**src/rtl/trap_sequencer.sv**
```systemverilog
// Machine-mode trap sequencer for the 5-stage RV32I pipeline.
// It does three jobs:
// - Detects an enabled pending interrupt, or an mret, on the instruction in EX.
// - Kills younger instructions and lets older ones drain.
// - Strobes mepc/mcause/mstatus and redirects the PC to the trap vector or to mepc.
module trap_sequencer #(
  parameter int XLEN         = 32,
  parameter int DRAIN_CYCLES = 2
) (
  input  logic            clk,
  input  logic            rst_n,
  input  logic            irq_ext,
  input  logic            irq_timer,
  input  logic            mstatus_mie,
  input  logic            mstatus_mpie,
  input  logic            mie_meie,
  input  logic            mie_mtie,
  input  logic [XLEN-1:0] mtvec,
  input  logic [XLEN-1:0] mepc_in,
  input  logic            ex_valid,
  input  logic            mret_ex,
  input  logic [XLEN-1:0] pc_ex,
  output logic            stall_fetch,
  output logic            flush,
  output logic            pc_redirect,
  output logic [XLEN-1:0] pc_target,
  output logic            mepc_we,
  output logic [XLEN-1:0] mepc_wdata,
  output logic            mcause_we,
  output logic [XLEN-1:0] mcause_wdata,
  output logic            mstatus_we,
  output logic            mie_wdata,
  output logic            mpie_wdata,
  output logic            busy
);

  typedef enum logic [2:0] {
    ST_IDLE     = 3'd0,
    ST_DRAIN    = 3'd1,
    ST_SAVE     = 3'd2,
    ST_REDIRECT = 3'd3,
    ST_MRET     = 3'd4
  } state_t;

  localparam logic [2:0] DRAIN_LOAD = 3'(DRAIN_CYCLES - 1);

  // External interrupt outranks the timer; codes follow the privileged spec.
  function automatic logic [4:0] irq_code(input logic ext_pending);
    return ext_pending ? 5'd11 : 5'd7;
  endfunction

  // Interrupt mcause: interrupt bit set, exception code in the low bits.
  function automatic logic [XLEN-1:0] mcause_of(input logic [4:0] code);
    return {1'b1, {(XLEN-6){1'b0}}, code};
  endfunction

  state_t          state_r;
  state_t          state_nxt_s;
  logic [2:0]      cnt_r;
  logic [XLEN-1:0] epc_r;
  logic [4:0]      cause_r;
  logic            mie_r;

  logic            pend_ext_s;
  logic            pend_tmr_s;
  logic            take_irq_s;
  logic            take_mret_s;
  logic [XLEN-1:0] vec_base_s;
  logic [XLEN-1:0] vec_off_s;

  // Detection terms. Detection is gated by rst_n so that every output reads 0 while reset is held.
  always_comb begin
    pend_ext_s  = irq_ext & mie_meie;
    pend_tmr_s  = irq_timer & mie_mtie;
    take_irq_s  = rst_n & (state_r == ST_IDLE) & ex_valid & mstatus_mie
                  & (pend_ext_s | pend_tmr_s) & ~mret_ex;
    take_mret_s = rst_n & (state_r == ST_IDLE) & ex_valid & mret_ex;
    vec_base_s  = {mtvec[XLEN-1:2], 2'b00};
    vec_off_s   = {{(XLEN-7){1'b0}}, cause_r, 2'b00};
  end

  // State register plus the trap context latched at detection.
  always_ff @(posedge clk or negedge rst_n) begin
    if (!rst_n) begin
      state_r <= ST_IDLE;
      cnt_r   <= 3'd0;
      epc_r   <= {XLEN{1'b0}};
      cause_r <= 5'd0;
      mie_r   <= 1'b0;
    end else begin
      state_r <= state_nxt_s;
      if (take_irq_s) begin
        cnt_r   <= DRAIN_LOAD;
        epc_r   <= pc_ex;
        cause_r <= irq_code(pend_ext_s);
        mie_r   <= mstatus_mie;
      end else if (state_r == ST_DRAIN && cnt_r != 3'd0) begin
        cnt_r <= cnt_r - 3'd1;
      end else begin
        cnt_r <= cnt_r;
      end
    end
  end

  // Next-state and output decode. The IDLE outputs are Mealy so that the EX instruction dies in the detect cycle.
  always_comb begin
    state_nxt_s  = state_r;
    stall_fetch  = 1'b0;
    flush        = 1'b0;
    pc_redirect  = 1'b0;
    pc_target    = {XLEN{1'b0}};
    mepc_we      = 1'b0;
    mepc_wdata   = {XLEN{1'b0}};
    mcause_we    = 1'b0;
    mcause_wdata = {XLEN{1'b0}};
    mstatus_we   = 1'b0;
    mie_wdata    = 1'b0;
    mpie_wdata   = 1'b0;
    busy         = 1'b1;
    case (state_r)
      ST_IDLE: begin
        busy = 1'b0;
        if (take_mret_s) begin
          flush       = 1'b1;
          stall_fetch = 1'b1;
          state_nxt_s = ST_MRET;
        end else if (take_irq_s) begin
          flush       = 1'b1;
          stall_fetch = 1'b1;
          state_nxt_s = ST_DRAIN;
        end else begin
          state_nxt_s = ST_IDLE;
        end
      end
      ST_DRAIN: begin
        flush       = 1'b1;
        stall_fetch = 1'b1;
        if (cnt_r == 3'd0) begin
          state_nxt_s = ST_SAVE;
        end else begin
          state_nxt_s = ST_DRAIN;
        end
      end
      ST_SAVE: begin
        flush        = 1'b1;
        stall_fetch  = 1'b1;
        mepc_we      = 1'b1;
        mepc_wdata   = epc_r;
        mcause_we    = 1'b1;
        mcause_wdata = mcause_of(cause_r);
        mstatus_we   = 1'b1;
        mie_wdata    = 1'b0;
        mpie_wdata   = mie_r;
        state_nxt_s  = ST_REDIRECT;
      end
      ST_REDIRECT: begin
        flush       = 1'b1;
        pc_redirect = 1'b1;
        // Vectored mode only applies to mtvec[1:0]==01; the reserved encodings fall back to direct.
        if (mtvec[1:0] == 2'b01) begin
          pc_target = vec_base_s + vec_off_s;
        end else begin
          pc_target = vec_base_s;
        end
        state_nxt_s = ST_IDLE;
      end
      ST_MRET: begin
        flush       = 1'b1;
        pc_redirect = 1'b1;
        pc_target   = {mepc_in[XLEN-1:2], 2'b00};
        mstatus_we  = 1'b1;
        mie_wdata   = mstatus_mpie;
        mpie_wdata  = 1'b1;
        state_nxt_s = ST_IDLE;
      end
      default: begin
        busy        = 1'b0;
        state_nxt_s = ST_IDLE;
      end
    endcase
  end

endmodule

```
**config.mk**
```make
export PLATFORM = sky130hd
export DESIGN_NAME = trap_sequencer
export DESIGN_NICKNAME = d
export VERILOG_FILES = /design/src/rtl/trap_sequencer.sv
export SDC_FILE = /design/constraint.sdc
export NUM_CORES = 1
export LEC_CHECK = 0
export CORE_MARGIN = 3
export CORE_UTILIZATION = 40
export DETAILED_ROUTE_END_ITERATION = 8
export MAX_ROUTING_LAYER = met4
export PLACE_DENSITY = 0.87
export SYNTH_ARGS = -nofsm -noshare
export SYNTH_HDL_FRONTEND = slang
export SYNTH_SLANG_ARGS = --single-unit
```
**constraint.sdc**
```tcl
create_clock -name clk -period 5 [get_ports clk]
set_input_delay 1 -clock clk [delete_from_list [all_inputs] [get_ports clk]]
set_output_delay 1 -clock clk [all_outputs]
set_load 0.05 [all_outputs]
```
; ---- After elaboration in Yosys (flattened, before gate mapping)
; Index checks and enable logic that the tools add are counted.
[totals]
register_bits = 44
in_bits = 106
out_inout_bits = 105
wordCells = 52
[op_classes]
addsub = 2
n_eq_ne = 5
n_mux = 21
bitwise = 10
n_reduce_logical = 9
[ops]
columns = cell, count
row1 = $mux 32, 3
row2 = $pmux 32 s2, 1
row3 = $add 32x7->32, 1
row4 = $mux 3, 3
row5 = $pmux 3 s3, 1
row6 = $and 1x1->1, 8
row7 = $mux 1, 8
row8 = $eq 3x2->1 const B, 2
row9 = $logic_not 3->1, 2
row10 = $pmux 1 s2, 3
row11 = $reduce_or 2->1, 3
row12 = $mux 4, 1
row13 = $reduce_or 4->1, 1
row14 = $eq 3x1->1 const B, 1
row15 = $eq 3x3->1 const B, 1
row16 = $reduce_bool 3->1, 1
row17 = $sub 3x1->3 const B, 1
row18 = $eq 2x1->1 const B, 1
row19 = $mux 2, 1
row20 = $reduce_bool 2->1, 1
row21 = $logic_and 1x1->1, 1
row22 = $not 1->1, 1
row23 = $or 1x1->1, 1

; ---- Longest topological paths before layout
; Gate-level depths: netlist of run 1.
[logic_depth]
depth_word = 9
depth_mapped = 8
ltp_nobuf = 7

; ---- Worst setup path after synthesis of run 1
; Ideal clock, no wire load.
[synth_path]
path_type = input -> output
from = in mtvec[5]
to = out pc_target[19]
t_arrival_ns = 3.390
required_time_ns = 4.000
slack_ns = 0.610
path_stages = 7
path_buffers = 1
cell_sequence = ha_1 -> buf_2 -> a21o_1 -> a31oi_2 -> nor4b_1 -> xnor2_1 -> o21ai_0
[synth_via]
elab_chain_len = 3
[synth_lines]
columns = item, line
row1 = start: declaration, 18  ; input logic [XLEN-1:0] mtvec,
row2 = $add 32x7->32, 161  ; pc_target = vec_base_s + vec_off_s;
row3 = $mux 32, 160  ; if (mtvec[1:0] == 2'b01) begin
row4 = $pmux 32 s2, 120  ; case (state_r)
row5 = end: declaration, 26  ; output logic [XLEN-1:0] pc_target,
; No other way between the ends.

; ---- Final worst setup path of run 1
[layout_path]
from = in mtvec[5]
to = out pc_target[21]
; The elaborated chain is that of the path after synthesis.

==> summary.md, run 1 <==
| Metric | Value |
|---|---|
| Crit share post-route | between 90% and 100% |
| Mapped Cells | 369 |
| Final Wtd Congestion | around 0.92 |
| P&R area growth vs syn | 58.2% |
| # diodes | 0 |
| I/O Buffers | approximately 180 |
| Gr usage total | between 20% and 30% |
| Row count | 32 |
| CTS HTree Levels | 2 |
| Routed len/inst | 16.5 um |
| Worst setup EP type | output port |
| Antenna violations before repair | 0 |
| Total CTS buffers | 5 |
| GRT met1 Usage | about a quarter |
| Clk sinks | between 40 and 50 |
| Met3 GRT Util | 5.31% |
| Kind of cell adding the most delay to the critical path | buffers and inverters |
| Power Dens Cells | roughly 410 nW/um^2 |
| Post-synth EDFFs | 0 |
| Lkg Pwr | approximately 0.0022 uW |
| Status | finished clean |
| DRT iter0 DRCs | about 80 |
| Vias in the first global route | approximately 3400 |
| Post-cts sizing count | 0 |
| Largest net degree at the start of global routing | 43 |
| Commonest non-fill, non-tap cell in the layout | clkdlybuf4s50_1 |
| Drc violations | 0 |
| Setup CP Type | in2out |
| Worst path most repeated cell | clkdlybuf4s50_1 |
| Post-Synth Adder-Cell Area | 2.86% |
| Slew Limit Fails | 0 |
| Setup TNS Final | 0 ps |
| Critical Path RT | roughly 4000 ps |
| Largest family of logic cells by synthesized area | simple AND/OR/NAND/NOR gates |
| Fin. Hold Viols | 0 |
| Drt via density | 5.05 |
| Cts hold-fix bufs | 0 |
| Clock root cell | clkbuf_8 |
| RSZ-0062 raised after global routing | false |
| Compound-Gate Fraction of Synth Area | ~7.3% |
| Clock Path Buffers | 2 |
| Asr flop ratio synth | 100% |
| Arr. time, crit path | approximately 3500 ps |
| First-pass GRT wire length | 16900 um |
| Seq/Total Area, Yosys | about a third |
| CP max stage delay | around 850 ps |
| CTS tree | yes |
| Peak Freq | about 220 MHz |
| Tmin final | approximately 4500 ps |
| Post-layout util | about 67% |
| Worst hold path class | reg2reg |
| Nets | 651 |
| Setup clock skew after layout | 7.64 ps |
| Worst path cell trace | clkdlybuf4s50_1, ha_1, a21o_1, a31o_2, nand3_1, xor2_1, o21ai_0, clkdlybuf4s50_1 |
| Detail Route Antenna Nets | 0 |
| Die span in x | slightly below 100 um |
| Relative slew slack | about 64% |
| Multiplexer share of the synthesized area | about an eighth |
| Post-Synth Simple-Gate Area | between 20 and 30% |
| Post-Syn Area per Cell | 9.02 um^2 |
| Fraction of layout cells with a size suffix above 1 | 17.1% |
| Slowest library cell on the worst path | clkdlybuf4s50_1 |
| Commonest non-fill, non-tap cells in the layout | 156 x clkdlybuf4s50_1, 48 x nand2_1, 42 x dfrtp_1 |
| Detailed Routing Iterations Pass 1 | 4 |
| Post-synthesis cell type count | 48 |
| CP max FO | 6 |
| Buf/Inv on CP | 2 |
| Detailed placement HPWL | around 8400 um |
| CP Launch Type | input pin |
| Register bit total from synthesis | 42 |
| Setup Viol. Count Final | 0 |
| Top FF cell, synth | dfrtp_1 |
| Starting density of the core | ~42% |
| Die area | 9450 um^2 |
| I/O pin count | between 200 and 250 |
| M2 GR Usage | between 40% and 50% |
| # Max-Cap Violations | 0 |
| Setup bufs post-CTS | 0 |
| Core Region | between 7000 and 8000 um^2 |
| Via count | about 3200 |
| Remaining global-route overflow | 0 |
| Die height | 97.2 um |
| VDD IR max | about 0.0003 V |
| Worst-Skew Late Latency | 290 ps |
| Mapped Area | about 3300 um^2 |
| Synth warn | 0 |
| Worst Tran Pin Value | around 530 ps |
| Clock-pin slew of the registers on the worst-case setup and hold paths | around 90 ps |
| Xor and xnor fraction of the mapped netlist area | 8.16% |
| Fillers | ~610 |
| Most Crowded Layer GR | met2 |
| Final WL | 10600 um |
final cells by class:
type	count	area [um^2]	area share, %
Clock inverter	3	40.0	0.761
Sequential cell	42	1050	20.0
Clock buffer	5	68.8	1.31
Multi-Input combinational cell	298	2030	38.6
Timing Repair Buffer	187	1930	36.7
Inverter	4	15.0	0.285
Tap cell	102	128	2.42
worst paths after layout:
kind	startpoint	slack, ps	depth (start not counted)	to
max	mtvec[5]	460	8	pc_target[21]
min	mie_r$_DFFE_PN0N_	480	1	mie_r$_DFFE_PN0N_
max reg2reg	state_r[1]$_DFF_PN0_	3010	5	epc_r[8]$_DFFE_PN0N_
min reg2reg	mie_r$_DFFE_PN0N_	480	1	mie_r$_DFFE_PN0N_
max in group asynchronous	rst_n	3840	2	epc_r[10]$_DFFE_PN0N_
min in group asynchronous	rst_n	780	2	state_r[2]$_DFF_PN0_
state kept, by name, summed over array words and instances, names as in the netlist:
| register | cells |
|---|---|
| epc_r | 32 |
| cause_r | 3 |
| cnt_r | 3 |
| state_r | 3 |
| mie_r | 1 |
per-stage QoR:
step                      setup WS (ps)  std cells  area (um^2)  total power, uW  hold WS, ps
after floorplan                     610        397         3430             1480          435
after global placement              471        633         5150             1890          450
after detailed placement            442        633         5150             1930          458
after CTS                           440        641         5260             2200          480
after global routing                327        641         5260             2310          498
final                               463        641         5260             2180          480
routing by layer:
layer | up-vias | wire, um
li1 | 1521 | -
met1 | 1514 | 3930
met2 | 180 | 5340
met3 | 19 | 968
met4 | 0 | 310
met5 | - | 0
power by group:
group          switching, uW  internal, uW
registers               76.3           486
clock network            117           147
logic                    824           533
total                   1020          1170
logic make-up after synthesis:
family | count (synthesis)
other | 1
flip-flops | 42
multiplexers | 35
AND/OR/NAND/NOR | 153
XOR/XNOR | 31
buffers and inverters | 57
adder cells (fa/ha/maj) | 7
AO/OA/AOI/OAI | 43
Yosys cell counts, types with 2 or more instances:
library cell	number	area, um^2
nor4_2	5	62.6
xnor2_1	21	184
a21o_1	2	15.0
buf_2	5	25.0
nand2_1	48	180
ha_1	6	75.1
xor2_1	10	87.6
and2_1	40	250
mux2i_1	2	20.0
nand3b_1	5	37.5
nor2b_1	4	25.0
nor3_1	6	30.0
clkbuf_1	14	52.6
nor2_1	10	37.5
o21ai_0	21	105
dfrtp_1	42	1050
o21ai_1	9	45.0
nand4_1	5	31.3
nor4_4	2	42.5
nand2b_1	3	18.8
inv_1	4	15.0
nor4b_1	2	17.5
and3_1	4	25.0
or2_2	2	12.5
buf_4	33	248
a21oi_1	5	25.0
nand3_1	6	30.0
mux2_2	33	372
worst register-to-register path, cell delays in order (launching register included):
cell	delay, ps
dfrtp_1	410
nor2_1	280
nand4b_1	210
nand3b_1	290
buf_4	330
mux2_2	350
Power figures use the tool's default switching activity.
==> inputs of run 2 (changes only) <==
--- a/config.mk
+++ b/config.mk
@@ -8,8 +8,8 @@
 export CORE_MARGIN = 3
 export CORE_UTILIZATION = 40
 export DETAILED_ROUTE_END_ITERATION = 8
+export DONT_BUFFER_PORTS = 1
 export MAX_ROUTING_LAYER = met4
-export PLACE_DENSITY = 0.87
 export SYNTH_ARGS = -nofsm -noshare
 export SYNTH_HDL_FRONTEND = slang
 export SYNTH_SLANG_ARGS = --single-unit
==> summary.md, run 2 (synthesized netlist as in run 1, its figures left out) <==
| Metric | Value |
|---|---|
| P&R area growth vs syn | 6.92% (was 58.2%) |
| Register-to-Register Path Depth | 4 (was 5) |
| Detail Route Antenna Nets | 0 (unchanged) |
| Detailed placement HPWL | 6490 um (was 8450 um) |
| Power Dens Cells | 515 nW/um^2 (was 415 nW/um^2) |
| Tmin final | 3920 ps (was 4540 ps) |
| Vias in the first global route | 2643 (was 3420) |
| Worst hold path class | in2async (was reg2reg) |
| CP Launch Type | input pin (unchanged) |
| I/O pin count | 211 (unchanged) |
| Lkg Pwr | 0.00157 uW (was 0.00219 uW) |
| Largest net degree at the start of global routing | 44 (was 43) |
| Gr usage total | 17.2% (was 22.6%) |
| RR Startpoint | state_r[0]$_DFF_PN0_ (was state_r[1]$_DFF_PN0_) |
| Remaining global-route overflow | 0 (unchanged) |
| Core Region | 7890 um^2 (unchanged) |
| Setup slack, reg-to-reg | 3030 ps (was 3010 ps) |
| Worst-Skew Late Latency | 290 ps (about the same) |
| FF/Latch Area | 1050 um^2 (unchanged) |
| Commonest non-fill, non-tap cells in the layout | 48 x nand2_1, 42 x dfrtp_1, 40 x and2_1 (was 156 x clkdlybuf4s50_1, 48 x nand2_1, 42 x dfrtp_1) |
| Clock-pin slew of the registers on the worst-case setup and hold paths | 80 ps (was 90 ps) |
| Reg2reg end | state_r[0]$_DFF_PN0_ (was epc_r[8]$_DFFE_PN0N_) |
| Clk sinks | 42 (unchanged) |
| Detailed Routing Iterations Pass 1 | 4 (unchanged) |
| RSZ-0062 raised after global routing | false (unchanged) |
| Nets | 495 (was 651) |
| Total CTS buffers | 5 (unchanged) |
| CTS HTree Levels | 2 (unchanged) |
| Drt via density | 5.22 (was 5.05) |
| Largest register FFs | 32 (unchanged) |
| Crit share post-route | 78.5% (was 90.7%) |
| # Max-Cap Violations | 0 (unchanged) |
| Clock Path Buffers | 2 (unchanged) |
| Fin. Hold Viols | 0 (unchanged) |
| Routed len/inst | 16.9 um (was 16.5 um) |
| Multi-input combinational cell area | 2040 um^2 (was 2030 um^2) |
| Row count | 32 (unchanged) |
| Die area | 9450 um^2 (unchanged) |
| Peak Freq | 255 MHz (was 220 MHz) |
| Clock root cell | clkbuf_8 (unchanged) |
| Die height | 97.2 um (unchanged) |
| Drc violations | 0 (unchanged) |
| DRT iter0 DRCs | 83 (was 79) |
| Setup CP Type | in2out (unchanged) |
| Setup TNS Final | 0 ps (unchanged) |
| First-pass GRT wire length | 13200 um (was 16900 um) |
| Starting density of the core | 42.2% (unchanged) |
| Hold WS | 399 ps (was 480 ps) |
| Critical Path RT | 4000 ps (about the same) |
| VDD IR max | 0.000295 V (was 0.000301 V) |
| Worst Tran Pin Value | 1090 ps (was 532 ps) |
| Cts hold-fix bufs | 0 (unchanged) |
| Post-cts sizing count | 0 (unchanged) |
| Status | finished clean (unchanged) |
| Worst setup EP type | output port (unchanged) |
| Commonest non-fill, non-tap cell in the layout | nand2_1 (was clkdlybuf4s50_1) |
| Setup clock skew after layout | 4.81 ps (was 7.64 ps) |
| I/O Buffers | 0 (was 179) |
| Fraction of layout cells with a size suffix above 1 | 23.8% (was 17.1%) |
| Antenna violations before repair | 1 (was 0) |
| Final Wtd Congestion | 0.894 (was 0.925) |
| Setup Viol. Count Final | 0 (unchanged) |
| Post-layout util | 45.1% (was 66.7%) |
| CP max FO | 10 (was 6) |
| Top reg by flops | epc_r (unchanged) |
| Via count | 2537 (was 3234) |
| Die span in x | 97.2 um (unchanged) |
| Fillers | 791 (was 613) |
| Final WL | 8200 um (was 10600 um) |
| Slew Limit Fails | 0 (unchanged) |
| Overall power | 1830 uW (was 2180 uW) |
| Setup bufs post-CTS | 0 (unchanged) |
| CTS tree | yes (unchanged) |
| Arr. time, crit path | 2920 ps (was 3540 ps) |
| Relative slew slack | 26.5% (was 64.4%) |
run 2: metal layers:
metal,vias to the layer above,GRT usage [%],part of all wire [%]
li1,1207,-,-
met1,1175,19.5,41
met2,145,28.9,49
met3,10,4.67,8.9
met4,0,6.37,1.5
met5,-,-,0
run 2: worst max path at each step:
stage	from	end	slack [ps]	cells after the start
3_3_place_gp	mtvec[2]	pc_target[30]	1110	7
6_report	mtvec[2]	pc_target[30]	1080	7
4_1_cts	mtvec[2]	pc_target[30]	1060	7
3_5_place_dp	mtvec[2]	pc_target[30]	1060	7
2_1_floorplan	mtvec[5]	pc_target[19]	610	7
5_1_grt	mtvec[2]	pc_target[30]	930	7
run 2: stage by stage:
stage / setup WS [ps] / cell area, um^2 / std cells
final: 1080 / 3560 / 486
after global routing: 933 / 3560 / 486
after CTS: 1060 / 3550 / 485
after detailed placement: 1060 / 3460 / 477
after global placement: 1110 / 3460 / 477
after floorplan: 610 / 3430 / 397
run 2: layout make-up:
class	instances	share of cell area (%)
clock buffers	7	2.43
multi-input cells	298	57.3
inverters	4	0.422
repair buffers	31	6.54
well taps	102	3.59
diodes	1	0.0703
flip-flops and latches	42	29.5
clock inverters	1	0.141
run 2: worst max-delay path, cell delays in order:
cell and delay [ps]:
ha_1 200, fa_1 400, nand3_1 110, and2_1 460, nor4_2 100, xnor2_1 160
o21ai_2 490
run 2: report_power, final:
part | total [uW] | switching, uW | internal [uW]
logic | 1040 | 748 | 295
clock network | 222 | 111 | 111
registers | 567 | 80.6 | 486
==> inputs of run 3 (changes only) <==
==> constraint.sdc (replaced) <==
create_clock -name clk -period 4 [get_ports clk]
set_input_delay 0.8 -clock clk [delete_from_list [all_inputs] [get_ports clk]]
set_output_delay 0.8 -clock clk [all_outputs]
set_load 0.05 [all_outputs]
==> summary.md, run 3 (synthesized netlist as in run 1, its figures left out) <==
| Metric | Value |
|---|---|
| Arr. time, crit path | 2720 ps (was 2920 ps) |
| Critical Path RT | 3200 ps (was 4000 ps) |
| Top reg by flops | epc_r (unchanged) |
| CTS tree | yes (unchanged) |
| Routed len/inst | 16.7 um (was 16.9 um) |
| Cts hold-fix bufs | 0 (unchanged) |
| Slew Limit Fails | 0 (unchanged) |
| Detailed placement HPWL | 6480 um (was 6490 um) |
| Power Dens Cells | 639 nW/um^2 (was 515 nW/um^2) |
| Clock Path Buffers | 2 (unchanged) |
| Die area | 9450 um^2 (unchanged) |
| Crit share post-route | 88.1% |
| Register-to-Register Path Depth | 5 (was 4) |
| Fillers | 778 (was 791) |
| Worst hold path class | in2async (unchanged) |
| I/O Buffers | 0 (unchanged) |
| # Max-Cap Violations | 0 (unchanged) |
| Post-route insts no fill | 490 (was 486) |
| Multi-input combinational cell area | 2040 um^2 (unchanged) |
| Post-cts sizing count | 0 (unchanged) |
| Drc violations | 0 (unchanged) |
| Placed cell count | 481 (was 477) |
| Worst setup EP type | output port (unchanged) |
| Status | finished clean (unchanged) |
| Final WL | 8170 um (was 8200 um) |
| Detail Route Antenna Nets | 0 (unchanged) |
| Fraction of layout cells with a size suffix above 1 | 24.5% (was 23.8%) |
| Fin. Hold Viols | 0 (unchanged) |
| Lkg Pwr | 0.00159 uW (was 0.00157 uW) |
| First-pass GRT wire length | 13100 um (was 13200 um) |
| Worst Tran Pin Value | 1120 ps (was 1090 ps) |
| Largest net degree at the start of global routing | 44 (unchanged) |
| Remaining global-route overflow | 0 (unchanged) |
| Commonest non-fill, non-tap cells in the layout | 48 x nand2_1, 42 x dfrtp_1, 40 x and2_1 (unchanged) |
| Core Region | 7890 um^2 (unchanged) |
| CP max FO | 10 (unchanged) |
| Relative slew slack | 25.1% (was 26.5%) |
| Commonest non-fill, non-tap cell in the layout | nand2_1 (unchanged) |
| VDD IR max | 0.000318 V (was 0.000295 V) |
| Tmin final | approximately 3500 ps |
| Setup TNS Final | 0 ps (unchanged) |
| Vias in the first global route | 2609 (was 2643) |
| Final Wtd Congestion | 0.868 (was 0.894) |
| Clock root cell | clkbuf_8 (unchanged) |
| FF/Latch Area | 1050 um^2 (unchanged) |
| I/O pin count | 211 (unchanged) |
| Setup clock skew after layout | 4.65 ps (was 4.81 ps) |
| Peak Freq | ~280 MHz |
| DRT iter0 DRCs | 89 (was 83) |
| Die span in x | 97.2 um (unchanged) |
| RSZ-0062 raised after global routing | false (unchanged) |
| Row count | 32 (unchanged) |
| Total CTS buffers | 5 (unchanged) |
| Starting density of the core | 42.2% (unchanged) |
| Gr usage total | 17.0% (was 17.2%) |
| Drt via density | 5.20 (was 5.22) |
| CP Launch Type | input pin (unchanged) |
| Setup bufs post-CTS | 0 (unchanged) |
| Worst-Skew Late Latency | 280 ps (was 290 ps) |
| CTS HTree Levels | 2 (unchanged) |
| Die height | 97.2 um (unchanged) |
| Antenna violations before repair | 1 (unchanged) |
| Via count | 2546 (was 2537) |
| Clk sinks | 42 (unchanged) |
| Clock-pin slew of the registers on the worst-case setup and hold paths | 80 ps (about the same) |
| Largest register FFs | 32 (unchanged) |
| Setup CP Type | in2out (unchanged) |
| Nets | 499 (was 495) |
| P&R area growth vs syn | 7.82% (was 6.92%) |
| Detailed Routing Iterations Pass 1 | 4 (unchanged) |
| Setup Viol. Count Final | 0 (unchanged) |
[run 3: path summary, 6_finish.rpt]
check | to | start | slack (ps)
min in group clk | mie_r$_DFFE_PN0N_ | mie_r$_DFFE_PN0N_ | 480
setup reg to reg | epc_r[10]$_DFFE_PN0N_ | state_r[1]$_DFF_PN0_ | 2160
setup / recovery | pc_target[30] | mtvec[2] | 480
max in group asynchronous | epc_r[13]$_DFFE_PN0N_ | rst_n | 3710
hold / removal | epc_r[27]$_DFFE_PN0N_ | rst_n | 200
hold reg to reg | mie_r$_DFFE_PN0N_ | mie_r$_DFFE_PN0N_ | 480
[run 3: metal layers]
metal / track usage (%) / vias to the layer above / wire, um
met4: 6.05 / 0 / 194
met3: 4.24 / 14 / 743
li1: - / 1212 / -
met2: 29.0 / 146 / 4030
met5: - / - / 0
met1: 19.5 / 1174 / 3200
[run 3: through the flow]
step | instance area [um^2] | total power [uW] | util [%] | hold slack (ps) | setup WS (ps)
after global placement | 3490 | 2010 | 44.3 | 454 | 518
final | 3590 | 2290 | 45.5 | 203 | 477
after global routing | 3590 | 2440 | 45.5 | 180 | 335
after CTS | 3580 | 2320 | 45.4 | 191 | 467
after floorplan | 3430 | 1840 | - | 435 | 9.81
after detailed placement | 3490 | 2030 | 44.3 | 461 | 466
[run 3: final cells by class]
cell class / instances / share of cell area, %
clock inverters: 1 / 0.140
multi-input cells: 298 / 56.8
repair buffers: 35 / 7.32
flip-flops and latches: 42 / 29.3
inverters: 4 / 0.419
diodes: 1 / 0.0698
clock buffers: 7 / 2.41
well taps: 102 / 3.56
[run 3: worst max-delay path, stage by stage]
cell and delay [ps]:
ha_1 200, fa_1 400, nand3_1 100, and2_1 460
nor4_2 100, xnor2_1 160, o21ai_2 490
[run 3: where the power goes]
group | switching, uW | internal (uW) | total, uW
clock | 133 | 139 | 272
combinational | 934 | 380 | 1310
sequential | 99.4 | 607 | 707
total | 1170 | 1130 | 2290
